$ cat src/rtl/mul_cdb_buffer_pkg.sv
// mul_cdb_buffer_pkg
//   Shared widths and the result packet carried from the multiplier to the
//   common data bus. Imported by mul_result_fifo and mul_cdb_buffer.
//   XLEN    : data width of a product.
//   PRF_LEN : physical register index width.
//   ROB_LEN : reorder buffer tag width.
//   STAGE   : multiplier pipeline depth (issue to mul_done, in cycles).
package mul_cdb_buffer_pkg;

  localparam int XLEN    = 32;
  localparam int PRF_LEN = 6;
  localparam int ROB_LEN = 5;
  localparam int STAGE   = 8;

  typedef struct packed {
    logic [XLEN-1:0]    value;
    logic [PRF_LEN-1:0] prf_idx;
    logic [ROB_LEN-1:0] rob_idx;
  } MUL_RESULT_PACKET;

endpackage

$ cat src/rtl/mul_result_fifo.sv
// mul_result_fifo
//   Circular FIFO of MUL_RESULT_PACKET entries with free-running wrapping
//   pointers and an explicit occupancy counter.
//   clock, reset : rising-edge clock, synchronous active-high reset.
//   clear        : synchronous flush (same effect as reset).
//   push, din    : write din at the tail; dropped when full and not popping.
//   pop          : retire the head entry; ignored when empty.
//   head         : entry at the head pointer (meaningful only when !empty).
//   empty, count : occupancy status, count in 0..DEPTH.
module mul_result_fifo
  import mul_cdb_buffer_pkg::*;
#(
  parameter int DEPTH = 8
) (
  input  logic                         clock,
  input  logic                         reset,
  input  logic                         clear,
  input  logic                         push,
  input  logic                         pop,
  input  MUL_RESULT_PACKET             din,
  output MUL_RESULT_PACKET             head,
  output logic                         empty,
  output logic [$clog2(DEPTH+1)-1:0]   count
);

  localparam int PW = $clog2(DEPTH);
  localparam int CW = $clog2(DEPTH+1);

  MUL_RESULT_PACKET mem [DEPTH];
  logic [PW-1:0]    head_ptr;
  logic [PW-1:0]    tail_ptr;
  logic             full;
  logic             do_push;
  logic             do_pop;

  assign empty   = (count == '0);
  assign full    = (count == CW'(DEPTH));
  assign do_pop  = pop & ~empty;
  // A full FIFO still accepts a write when the head leaves in the same cycle.
  assign do_push = push & (~full | do_pop);
  assign head    = mem[head_ptr];

  always_ff @(posedge clock) begin
    if (reset || clear) begin
      head_ptr <= '0;
      tail_ptr <= '0;
      count    <= '0;
    end else begin
      if (do_push) tail_ptr <= tail_ptr + PW'(1);
      if (do_pop)  head_ptr <= head_ptr + PW'(1);
      case ({do_push, do_pop})
        2'b10:   count <= count + CW'(1);
        2'b01:   count <= count - CW'(1);
        default: count <= count;
      endcase
    end
  end

  // Storage carries no reset; validity is tracked by the pointers and count.
  always_ff @(posedge clock) begin
    if (do_push && !reset && !clear) mem[tail_ptr] <= din;
  end

endmodule

$ cat src/rtl/mul_cdb_buffer.sv
// mul_cdb_buffer
//   Completion buffer between the non-stalling pipelined multiplier and the
//   common data bus. Finished products are queued and offered to the CDB
//   arbiter until granted; issue credits guarantee that a product never meets
//   a full buffer; a shadow valid pipe discards products of squashed ops.
//
//   Optional feature macro: MUL_CDB_BYPASS_EN
//     defined   : an accepted product reaching an empty buffer is presented on
//                 the cdb_* outputs in the same cycle (written only if not
//                 granted that cycle).
//     undefined : cdb_* outputs come from FIFO state only (1-cycle latency).
//
//   Ports
//     clock, reset        : rising-edge clock, synchronous active-high reset.
//     squash              : branch-mispredict flush.
//     mul_issue           : RS_MUL issues an op this cycle (needs issue_ok).
//     mul_done, mul_value,
//     mul_prf_idx,
//     mul_rob_idx         : multiplier result pulse and its payload.
//     cdb_grant           : arbiter takes the head entry this cycle.
//     cdb_req, cdb_value,
//     cdb_prf_idx,
//     cdb_rob_idx         : head entry offered to the CDB (zero when empty).
//     issue_ok            : a credit is available for one more issue.
//
//   Handshake: cdb_req is the valid, cdb_grant the ready; an entry transfers
//   on a cycle where both are 1, and while cdb_req=1 without a grant the
//   offered payload holds steady. mul_issue is a valid whose ready is issue_ok.
module mul_cdb_buffer
  import mul_cdb_buffer_pkg::*;
#(
  parameter int DEPTH   = 8,
  parameter int LATENCY = STAGE
) (
  input  logic               clock,
  input  logic               reset,
  input  logic               squash,
  input  logic               mul_issue,
  input  logic               mul_done,
  input  logic [XLEN-1:0]    mul_value,
  input  logic [PRF_LEN-1:0] mul_prf_idx,
  input  logic [ROB_LEN-1:0] mul_rob_idx,
  input  logic               cdb_grant,
  output logic               cdb_req,
  output logic [XLEN-1:0]    cdb_value,
  output logic [PRF_LEN-1:0] cdb_prf_idx,
  output logic [ROB_LEN-1:0] cdb_rob_idx,
  output logic               issue_ok
);

  localparam int CW = $clog2(DEPTH+1);
  localparam int IW = $clog2(LATENCY+1);
  localparam int SW = CW + IW;

  logic [LATENCY-1:0] shadow;
  logic [IW-1:0]      inflight;
  logic [IW-1:0]      squash_win;
  logic               flush;
  logic               accept;
  logic               fifo_push;
  logic               fifo_pop;
  logic               fifo_empty;
  logic [CW-1:0]      fifo_count;
  logic [SW-1:0]      occupancy;
  MUL_RESULT_PACKET   mul_pkt;
  MUL_RESULT_PACKET   head_pkt;
  MUL_RESULT_PACKET   out_pkt;

  assign flush   = reset | squash;
  assign mul_pkt = '{value: mul_value, prf_idx: mul_prf_idx, rob_idx: mul_rob_idx};

  // A done pulse is genuine only if the matching shadow bit survived; pulses of
  // squashed ops arrive with that bit already cleared.
  assign accept = mul_done & shadow[LATENCY-1] & ~flush;

  // Every credit is either an in-flight op or an occupied entry, so the sum
  // bounds what can still land in the FIFO.
  assign occupancy = SW'(fifo_count) + SW'(inflight);
  assign issue_ok  = (occupancy < SW'(DEPTH));

  assign fifo_pop = ~fifo_empty & cdb_grant & ~flush;

`ifdef MUL_CDB_BYPASS_EN
  logic bypass;
  assign bypass    = fifo_empty & accept;
  assign cdb_req   = ~fifo_empty | bypass;
  assign out_pkt   = !fifo_empty ? head_pkt : (bypass ? mul_pkt : '0);
  // A bypassed product granted in its arrival cycle never needs storage.
  assign fifo_push = accept & ~(bypass & cdb_grant);
`else
  assign cdb_req   = ~fifo_empty;
  assign out_pkt   = fifo_empty ? '0 : head_pkt;
  assign fifo_push = accept;
`endif

  assign cdb_value   = out_pkt.value;
  assign cdb_prf_idx = out_pkt.prf_idx;
  assign cdb_rob_idx = out_pkt.rob_idx;

  mul_result_fifo #(.DEPTH(DEPTH)) u_fifo (
    .clock (clock),
    .reset (reset),
    .clear (squash),
    .push  (fifo_push),
    .pop   (fifo_pop),
    .din   (mul_pkt),
    .head  (head_pkt),
    .empty (fifo_empty),
    .count (fifo_count)
  );

  always_ff @(posedge clock) begin
    if (flush) begin
      shadow   <= '0;
      inflight <= '0;
    end else begin
      shadow <= {shadow[LATENCY-2:0], mul_issue};
      case ({mul_issue, shadow[LATENCY-1]})
        2'b10:   inflight <= inflight + IW'(1);
        2'b01:   inflight <= inflight - IW'(1);
        default: inflight <= inflight;
      endcase
    end
  end

  // After a flush, products of ops issued before it may still emerge for up
  // to LATENCY cycles; those orphan pulses are expected, not protocol errors.
  always_ff @(posedge clock) begin
    if (flush)                 squash_win <= IW'(LATENCY);
    else if (squash_win != '0) squash_win <= squash_win - IW'(1);
  end

  always_ff @(posedge clock) begin
    if (!flush) begin
      assert (!(mul_issue && !issue_ok))
        else $error("mul_cdb_buffer: mul_issue without an issue credit");
      assert (!(accept && fifo_count == CW'(DEPTH) && !fifo_pop))
        else $error("mul_cdb_buffer: product arrived at a full buffer and was dropped");
      assert (!(mul_done && !shadow[LATENCY-1] && squash_win == '0))
        else $error("mul_cdb_buffer: mul_done with no matching in-flight op");
    end
  end

endmodule

$ cat config.mk
export PLATFORM = sky130hd
export DESIGN_NAME = mul_cdb_buffer
export DESIGN_NICKNAME = d
export VERILOG_FILES = /design/src/rtl/mul_cdb_buffer_pkg.sv /design/src/rtl/mul_result_fifo.sv /design/src/rtl/mul_cdb_buffer.sv
export SDC_FILE = /design/constraint.sdc
export NUM_CORES = 1
export LEC_CHECK = 0
export BUFFER_PORTS_ARGS = -buffer_cell sky130_fd_sc_hd__buf_4
export CORE_MARGIN = 5
export CORE_UTILIZATION = 54
export CTS_CLUSTER_DIAMETER = 60
export DETAILED_ROUTE_END_ITERATION = 10
export PLACE_DENSITY = 0.76
export RECOVER_POWER = 100
export REMOVE_ABC_BUFFERS = 1
export SYNTH_ARGS = -nofsm -noshare
export SYNTH_HDL_FRONTEND = slang
export SYNTH_SLANG_ARGS = --single-unit
$ cat constraint.sdc
create_clock -name clock -period 4.5 [get_ports clock]
set_input_delay 0.225 -clock clock [delete_from_list [all_inputs] [get_ports clock]]
set_output_delay 0.225 -clock clock [all_outputs]
set_load 0.005 [all_outputs]
== Yosys cells after proc, flatten, opt, wreduce, memory -nomap -nowiden ==
Memory sizes are Yosys's and may differ from the RTL's. A register that Yosys moved wholly into a read port is not among the register bits.
Index checks and enable logic that the tools add are counted.
Widths: inputs -> output; s select.

* $add $sub $neg: 7
* Multiplexer cells: 7
* Bitwise operators: 11
* Magnitude comparators: 1
* Eq/ne operators: 5
* Reductions and logical operators: 8

{| class="wikitable"
|+ Operator list
! cell !! number
|-
| $mux 43 || 1
|-
| $pmux 4 s2 || 2
|-
| $add 4x1->4 const B || 2
|-
| $sub 4x1->4 const B || 2
|-
| $add 3x1->3 const B || 2
|-
| $and 1x1->1 || 6
|-
| $mux 3 || 2
|-
| $add 4x4->5 || 1
|-
| $lt 5x4->1 const B || 1
|-
| $eq 2x1->1 const B || 2
|-
| $eq 2x2->1 const B || 2
|-
| $eq 4x4->1 const B || 1
|-
| $logic_not 4->1 || 1
|-
| $reduce_bool 2->1 || 2
|-
| $not 1->1 || 3
|-
| $logic_and 1x1->1 || 2
|-
| $logic_not 1->1 || 2
|-
| $mux 1 || 2
|-
| $or 1x1->1 || 2
|-
| $logic_or 1x1->1 || 1
|}

* Input bits: 49
* Register bits after elaboration: 22
* Bits in writable memories: 344
* Logic and storage cells: 45
* Memories kept: 1
* Output and inout port bits: 45

{| class="wikitable"
|+ Memories
! name !! words !! bits a word !! read ports !! clocked after Yosys merged registers in !! wr ports !! RTL line !! source
|-
| u_fifo.mem || 8 || 43 || 1 || 1 || 1 || mul_result_fifo.sv:29 || <nowiki>MUL_RESULT_PACKET mem [DEPTH];</nowiki>
|}

== Depth between registers and ports, before layout ==
Gate-level depths: netlist of run 1.

* Word-level depth: 11
* Depth in mapped cells: 10
* Gate-level depth less buffers: 10

== Modules after synthesis ==
From an unflattened synthesis of run 1, not the netlist that was laid out.

* Cells, all modules: 686
* Area, all modules: 14750.4 sq um

{| class="wikitable"
|+ By module, submodules not included
! module !! cells each !! times used !! sequential area each (sq um) !! area each (sq um)
|-
| mul_result_fifo || 584 || 1 || 10590.2 || 13915.8
|-
| mul_cdb_buffer || 102 || 1 || 240.2 || 834.6
|}

== Least setup slack after synthesis of run 1 ==
OpenSTA, ideal clock, no wires.

* Kind: input-to-reg
* Start: input squash
* End: memory u_fifo.mem[0][0] in the netlist's numbering, enable pin
* Buffers on the path: 1
* Required time: 4.003 ns
* Setup slack: -0.144 ns
* Setup time: 0.497 ns
* Arrival: 4.147 ns
* Stages: 5
* Path through: or2_1 -> clkbuf_1 -> a311oi_2 -> nand2b_1 -> nor3_1

* Longest elaborated chain between the ends: 10
* Elaborated cells on any way between the ends: 12
* Classes of those cells: mux (2); bitwise (7); reduce/logical (3)

{| class="wikitable"
|+ RTL lines
! what !! RTL line !! source
|-
| start: declaration || mul_cdb_buffer.sv:37 || <nowiki>input logic squash,</nowiki>
|-
| $or 1x1->1 || mul_cdb_buffer.sv:69 || <nowiki>assign flush = reset | squash;</nowiki>
|-
| $not 1->1 || mul_cdb_buffer.sv:74, mul_cdb_buffer.sv:81 ||
|-
| $and 1x1->1 || mul_cdb_buffer.sv:81 || <nowiki>assign fifo_pop = ~fifo_empty & cdb_grant & ~flush;</nowiki>
|-
| $and 1x1->1 || mul_result_fifo.sv:38 || <nowiki>assign do_pop = pop & ~empty;</nowiki>
|-
| $or 1x1->1 || mul_result_fifo.sv:40 || <nowiki>assign do_push = push & (~full | do_pop);</nowiki>
|-
| $and 1x1->1 || mul_result_fifo.sv:40 ||
|-
| $logic_and 1x1->1 || mul_result_fifo.sv:61 || <nowiki>if (do_push && !reset && !clear) mem[tail_ptr] <= din;</nowiki>
|-
| $logic_and 1x1->1 (*) || mul_result_fifo.sv:61 ||
|-
| $mux 1 (*) || mul_result_fifo.sv:61 ||
|-
| $mux 1 (implied by the code) (*) || mul_result_fifo.sv:61 ||
|-
| end: declaration || mul_result_fifo.sv:29 ||
|}

Every way passes the cells marked *; elsewhere a longest branch is shown, timed or not.

== Final worst setup path of run 1 ==
* Start: register u_fifo.count[1]
* End: memory u_fifo.mem[7][2] in the netlist's numbering, enable pin

* Longest elaborated chain between the ends: 11
* Elaborated cells on any way between the ends: 13
* Classes of those cells: eq/ne (1); mux (2); bitwise (7); reduce/logical (3)

{| class="wikitable"
|+ RTL lines
! what !! RTL line !! source
|-
| start: declaration || mul_result_fifo.sv:23 || <nowiki>output logic [$clog2(DEPTH+1)-1:0] count</nowiki>
|-
| start signal: assignment || mul_result_fifo.sv:52 || <nowiki>2'b10: count <= count + CW'(1);</nowiki>
|-
| start signal: assignment || mul_result_fifo.sv:53 || <nowiki>2'b01: count <= count - CW'(1);</nowiki>
|-
| start signal: assignment || mul_result_fifo.sv:54 || <nowiki>default: count <= count;</nowiki>
|-
| $logic_not 4->1 || mul_result_fifo.sv:36 || <nowiki>assign empty = (count == '0);</nowiki>
|-
| $not 1->1 || mul_result_fifo.sv:38, mul_cdb_buffer.sv:81 ||
|-
| $and 1x1->1 (2 in series) || mul_cdb_buffer.sv:81 ||
|-
| $and 1x1->1 || mul_result_fifo.sv:38 ||
|-
| $or 1x1->1 (*) || mul_result_fifo.sv:40 ||
|-
| $and 1x1->1 (*) || mul_result_fifo.sv:40 ||
|-
| $logic_and 1x1->1 (*) (2 in series) || mul_result_fifo.sv:61 ||
|-
| $mux 1 (*) || mul_result_fifo.sv:61 ||
|-
| $mux 1 (implied by the code) (*) || mul_result_fifo.sv:61 ||
|}

Marks and branches as above.

==> impl_metrics.tcl, run 1 <==
set metrics [dict create \
    status "finished, final reports clean" \
    powerDensity_nw_per_um2 400 \
    grt_pass1_vias 7553 \
    post_dp_cell_area_um2 15300 \
    hold_depth 3 \
    worstHoldStart "cdb_grant" \
    area_delta_synth_final_pct 17.3 \
    cp.required_ps 4610 \
    ff2ff_setup_slack_ps 970 \
    ctsResizeCount 0 \
    top_layer "met4" \
    synth_top_area_share_pct 72.9 \
    internal-power_mw 5.42 \
    drc 0 \
    synthFlopType "edfxtp_1" \
    clock_skew_ps 14.8 \
    cts.clk_slew.worst_paths_ps 60 \
    hold_path_class "input port to flip-flop" \
    r2r_cells 5 \
    p_comb_share_pct 1.4 \
    dp_slack_ps 1350 \
    antenna_cells 0 \
    routed-via-count 6897 \
    p_leak_nw 5.21 \
    report.final.slew_viol_count 0 \
    crit_family "buffers and inverters" \
    numCtsBuffers 37 \
    clk_latency_ps 510 \
    critPathBufInv 1 \
    antenna_left 0 \
    wl_per_cell_um 23.1 \
    fin_crit_sh_pct 78.5 \
    routabilityCongestion 0.790 \
    cpPeakStageDelay_ps 1020 \
    portBuffers 93 \
    die_h_um 172 \
    start_util_pct 54.6 \
    drt_first_pass_iters 5 \
    switching_power_mw 1.24 \
    finalPower_mw 6.66 \
    crit_arrival_ps 3640 \
    netlist_area_um2 14200 \
    num_rows 59 \
    maxCapViolCount 0 \
    drive_gt1_share_pct 23.9 \
    yosys-top-cells-area "edfxtp_1 (73%), mux4_2 (14%), dfxtp_1 (3.5%)" \
    wirelength_um 27500 \
    seqPwrFrac_pct 56.2 \
    vdd_ir_drop_max_mv 0.263 \
    critPathLaunch "u_fifo.count[1]" \
    yosysWarnings 0 \
    final-setup-viol-count 0 \
    r2r_start "u_fifo.count[1]" \
    clock.fmax_ghz 0.283 \
    fin_crit_ps 3530 \
    fp.dieW_um 172 \
    yosysSeqAreaShare_pct 76.4 \
    crit_path_end_kind "flip-flop" \
    timing.rr.end "u_fifo.mem[7][2]" \
    switching_share_pct 18.7 \
    synth_edf_count 344 \
    path_class "flip-flop to flip-flop" \
    clockBufferDepth 3 \
    max-slew-margin-rel_pct 2.02 \
    io_pins 94 \
    fp.dieArea_um2 29600 \
    rsz0062_at_grt "false" \
    clockRootBuffer "clkbuf_16" \
    ys_types 33 \
    final-hold-violation-count 0 \
    slowest_stage "clkbuf_2" \
    htreeDepth 2 \
    grt_pass1_wl_um 42700 \
    async_reset_ff_share_pct 0 \
    antenna_found_initial 0 \
    worst_slack_ps 970 \
    wl_met1_um 11000 \
    coreArea_um2 26000 \
    overflow 0 \
    stdcell_count 1187 \
    vias_per_cell 5.81 \
    cts_setup_buffers 0 \
    hold_buffers 44 \
    nets 890 \
    final_area_um2 16600 \
    place_hpwl_um 15400 \
    wl_met2_um 14300 \
    dp_cells 1081 \
    clock_sinks 369 \
    grt_usage_pct 19.1 \
    syn_inst 672 \
    ys_ff_latch 369 \
    grt_max_degree 62 \
    avgSynthCellArea_um2 21.1 \
    drt_iter0_drc 587 \
    startpoint_type "flip-flop" \
    yosys.area.top_type "edfxtp_1" \
    path_cells "nor3_1, a311oi_1, nand2_1, nor2_1, clkbuf_2" \
    tightestPinTransition_ps 1470 \
    power.share.clock_pct 42.4 \
    worstPathMaxFanout 40 \
    route.met3.wl_um 1830 \
    cts_tree "built" \
]
-- worst min-delay path: stages --
cell and delay [ps]:
buf_4 130, nand3_1 80, a21oi_1 80
-- cell usage after synthesis, types with 2 or more instances --
cell	number
nor2_1	64
mux2i_1	45
buf_2	10
xor2_1	5
dfxtp_1	25
nand3_1	2
inv_2	3
nand2b_1	3
or3_1	2
a21oi_1	8
mux4_2	86
edfxtp_1	344
ha_1	10
nand2_1	7
a21o_1	2
inv_1	6
clkbuf_1	20
and2_1	7
nor3_1	3
xnor2_1	5
fa_1	2
o21ai_0	2
-- state kept, by name (all words and copies together), names as in the netlist, named ones only --
| register | cells |
|---|---|
| u_fifo.mem | 344 |
| shadow | 8 |
| inflight | 4 |
| u_fifo.count | 4 |
| u_fifo.head_ptr | 3 |
| u_fifo.tail_ptr | 3 |
-- stage by stage --
step	util (%)	TNS [ps]	hold slack [ps]
2_1_floorplan	-	-23760	324
3_3_place_gp	59.0	0	413
3_5_place_dp	59.0	0	420
4_1_cts	65.0	0	55.5
5_1_grt	64.0	0	75.8
6_report	64.0	0	62.5
-- worst max-delay path by stage --
stage / to / slack (ps) / depth (start not counted)
6_report: u_fifo.mem[7][2] / 970 / 5
5_1_grt: cdb_value[22] / 740 / 5
3_3_place_gp: u_fifo.mem[6][7] / 1510 / 6
3_5_place_dp: u_fifo.mem[6][7] / 1350 / 6
2_1_floorplan: cdb_prf_idx[0] / -190 / 3
4_1_cts: cdb_value[22] / 1240 / 5
-- final cells by class --
cell class / count / area (um^2)
inverter: 9 / 33.8
multi-input combinational: 263 / 3180
tap: 335 / 419
sequential: 369 / 10800
fill: 1797 / 9350
clock buffer: 46 / 1000
clock inverter: 16 / 110
timing repair buffer: 149 / 1050
-- power groups by stage --
stage          Clock, mW  Sequential [mW]  Combinational (mW)
2_1_floorplan          0             3.82             0.00650
3_3_place_gp           0             3.82              0.0735
3_5_place_dp           0             3.82              0.0807
4_1_cts             2.88             3.74               0.112
5_1_grt             3.04             3.74               0.103
6_report            2.82             3.75              0.0934
-- placed cells by master (no fill, tap or decap), types with 7 or more instances in the layout --
master / n
clkbuf_2: 9
dfxtp_1: 22
nor2_1: 59
dlygate4sd3_1: 44
buf_4: 9
clkbuf_16: 39
clkbuf_4: 40
nand2_1: 7
inv_1: 9
mux4_2: 86
edfxtp_1: 344
clkbuf_1: 53
ha_1: 10
mux2i_1: 45
a21oi_1: 8
-- cell families (layout without fill, tap and decap cells) --
family	count (synthesis)	in the layout	synth area share, %
AO/OA/AOI/OAI	18	18	0.847
flip-flops	369	369	76.4
buffers and inverters	40	220	1.17
AND/OR/NAND/NOR	92	92	2.97
XOR/XNOR	10	10	0.618
adder cells (fa/ha/maj)	12	12	1.16
multiplexers	131	131	16.8
-- per-layer routing --
layer,vias up,global-route usage (%)
li1,3032,-
met1,3596,25.5
met2,238,33.2
met3,31,3.54
met4,0,4.20
met5,-,0
No activity file was read; power rests on OpenSTA's default activity.
==> run 2, diff against run 1 <==
==> constraint.sdc (replaced) <==
create_clock -name clock -period 3.15 [get_ports clock]
set_input_delay 0.1575 -clock clock [delete_from_list [all_inputs] [get_ports clock]]
set_output_delay 0.1575 -clock clock [all_outputs]
set_load 0.005 [all_outputs]
==> run 2 against run 1 <==
Against the previous run: die area unchanged; combinational power is 45% higher; power increased by 49%; critical endpoint is now u_fifo.mem[1][39]; cell count up 0.76%; highest routed layer unchanged.
==> impl_metrics.tcl, run 2 (synthesized netlist as in run 1, its figures left out) <==
set metrics [dict create \
    path_class "flip-flop to flip-flop" \
    finalPower_mw 9.95 \
    vdd_ir_drop_max_mv 0.508 \
    numCtsBuffers 37 \
    place_hpwl_um 15400 \
    fp.dieW_um 172 \
    fin_crit_sh_pct 87.6 \
    crit_arrival_ps 2880 \
    worstPathMaxFanout 43 \
    crit_family "compound AO/OA/AOI/OAI gates" \
    htreeDepth 2 \
    drt_iter0_drc 649 \
    drc 0 \
    cts_setup_buffers 0 \
    clock_skew_ps 15.5 \
    antenna_left 0 \
    tightestPinTransition_ps 929 \
    drt_first_pass_iters 5 \
    slowest_stage "a311oi_1" \
    post_dp_cell_area_um2 15500 \
    routabilityCongestion 0.773 \
    fillCellCount 1725 \
    fp.dieArea_um2 29600 \
    area_delta_synth_final_pct 19.3 \
    status "finished, final reports clean" \
    ctsResizeCount 0 \
    die_h_um 172 \
    overflow 0 \
    final_common_cell "edfxtp_1" \
    antenna_found_initial 0 \
    startpoint_type "flip-flop" \
    max-slew-margin-rel_pct 38.1 \
    reg.largest.list "u_fifo.mem (344), shadow (8)" \
    clockBufferDepth 3 \
    coreArea_um2 26000 \
    rsz0062_at_grt "false" \
    final_area_um2 16900 \
    io_pins 94 \
    cts.clk_slew.worst_paths_ps 60 \
    clk_latency_ps 510 \
    wl_per_cell_um 22.9 \
    drive_gt1_share_pct 24.7 \
    start_util_pct 54.6 \
    fin_crit_ps 2760 \
    report.final.slew_viol_count 0 \
    vias_per_cell 5.78 \
    num_rows 59 \
    final-setup-viol-count 0 \
    wirelength_um 27400 \
    grt_pass1_wl_um 42600 \
    routed-via-count 6907 \
    cp.required_ps 3270 \
    powerDensity_nw_per_um2 589 \
    grt_max_degree 51 \
    maxCapViolCount 0 \
    hold_path_class "input port to flip-flop" \
    antenna_cells 0 \
    cts_tree "built" \
    clock_sinks 369 \
    critPathBufInv 1 \
    tns_ps 0 \
    largest_register_ffs 344 \
    clock.fmax_ghz 0.362 \
    p_leak_nw 5.34 \
    post-route-util_pct 65.1 \
    final_cell_mix "edfxtp_1 (344), mux4_2 (86), nor2_1 (60)" \
    cpPeakStageDelay_ps 650 \
    grt_usage_pct 18.9 \
    path_cells "nor3_1, a311oi_1, nand2b_1, nor2_4, clkbuf_4" \
    hold_buffers 44 \
    crit_path_end_kind "flip-flop" \
    clockRootBuffer "clkbuf_16" \
    portBuffers 93 \
    nets 894 \
    regMostFlops "u_fifo.mem" \
    grt_pass1_vias 7356 \
    final-hold-violation-count 0 \
    whs_ps 22.4 \
]
[run 2: report_power, final]
group / total (mW) / internal [mW] / switching, mW
sequential: 5.35 / 5.35 / 0.00144
combinational: 0.135 / 0.0542 / 0.0812
clock: 4.47 / 2.75 / 1.72
[run 2: per-layer routing]
layer	wire, um	track usage, %	vias to the layer above
li1	-	-	3046
met1	11200	26.3	3590
met2	14300	32.5	240
met3	1580	3.11	31
met4	365	3.76	0
met5	0	0	-
[run 2: cell type report]
type | count | area [um^2] | area share, %
flip-flops and latches | 369 | 10800 | 64.1
multi-input cells | 263 | 3200 | 18.9
repair buffers | 153 | 1160 | 6.88
clock buffers | 44 | 995 | 5.88
well taps | 335 | 419 | 2.48
clock inverters | 23 | 262 | 1.55
inverters | 9 | 33.8 | 0.200
[run 2: final timing paths]
check	slack (ps)	endpoint	cells past startpoint	startpoint
worst max-delay path	390	u_fifo.mem[1][39]	5	u_fifo.count[1]
worst min-delay path	20	flip-flop	3	cdb_grant
worst min register to register	420	shadow[5]	1	shadow[4]
worst max register to register	390	u_fifo.mem[1][39]	5	u_fifo.count[1]
[run 2: worst reg2reg max path: stages (launching register included)]
cell and delay [ps]:
dfxtp_1 470, nor3_1 100, a311oi_1 650, nand2b_1 340
nor2_4 170, clkbuf_4 640
[run 2: metrics by stage]
| step | worst slack [ps] | std cells |
|---|---|---|
| after floorplan | -1470 | 641 |
| after global placement | 617 | 1085 |
| after detailed placement | 510 | 1085 |
| after CTS | 454 | 1196 |
| after global routing | 203 | 1196 |
| final | 389 | 1196 |
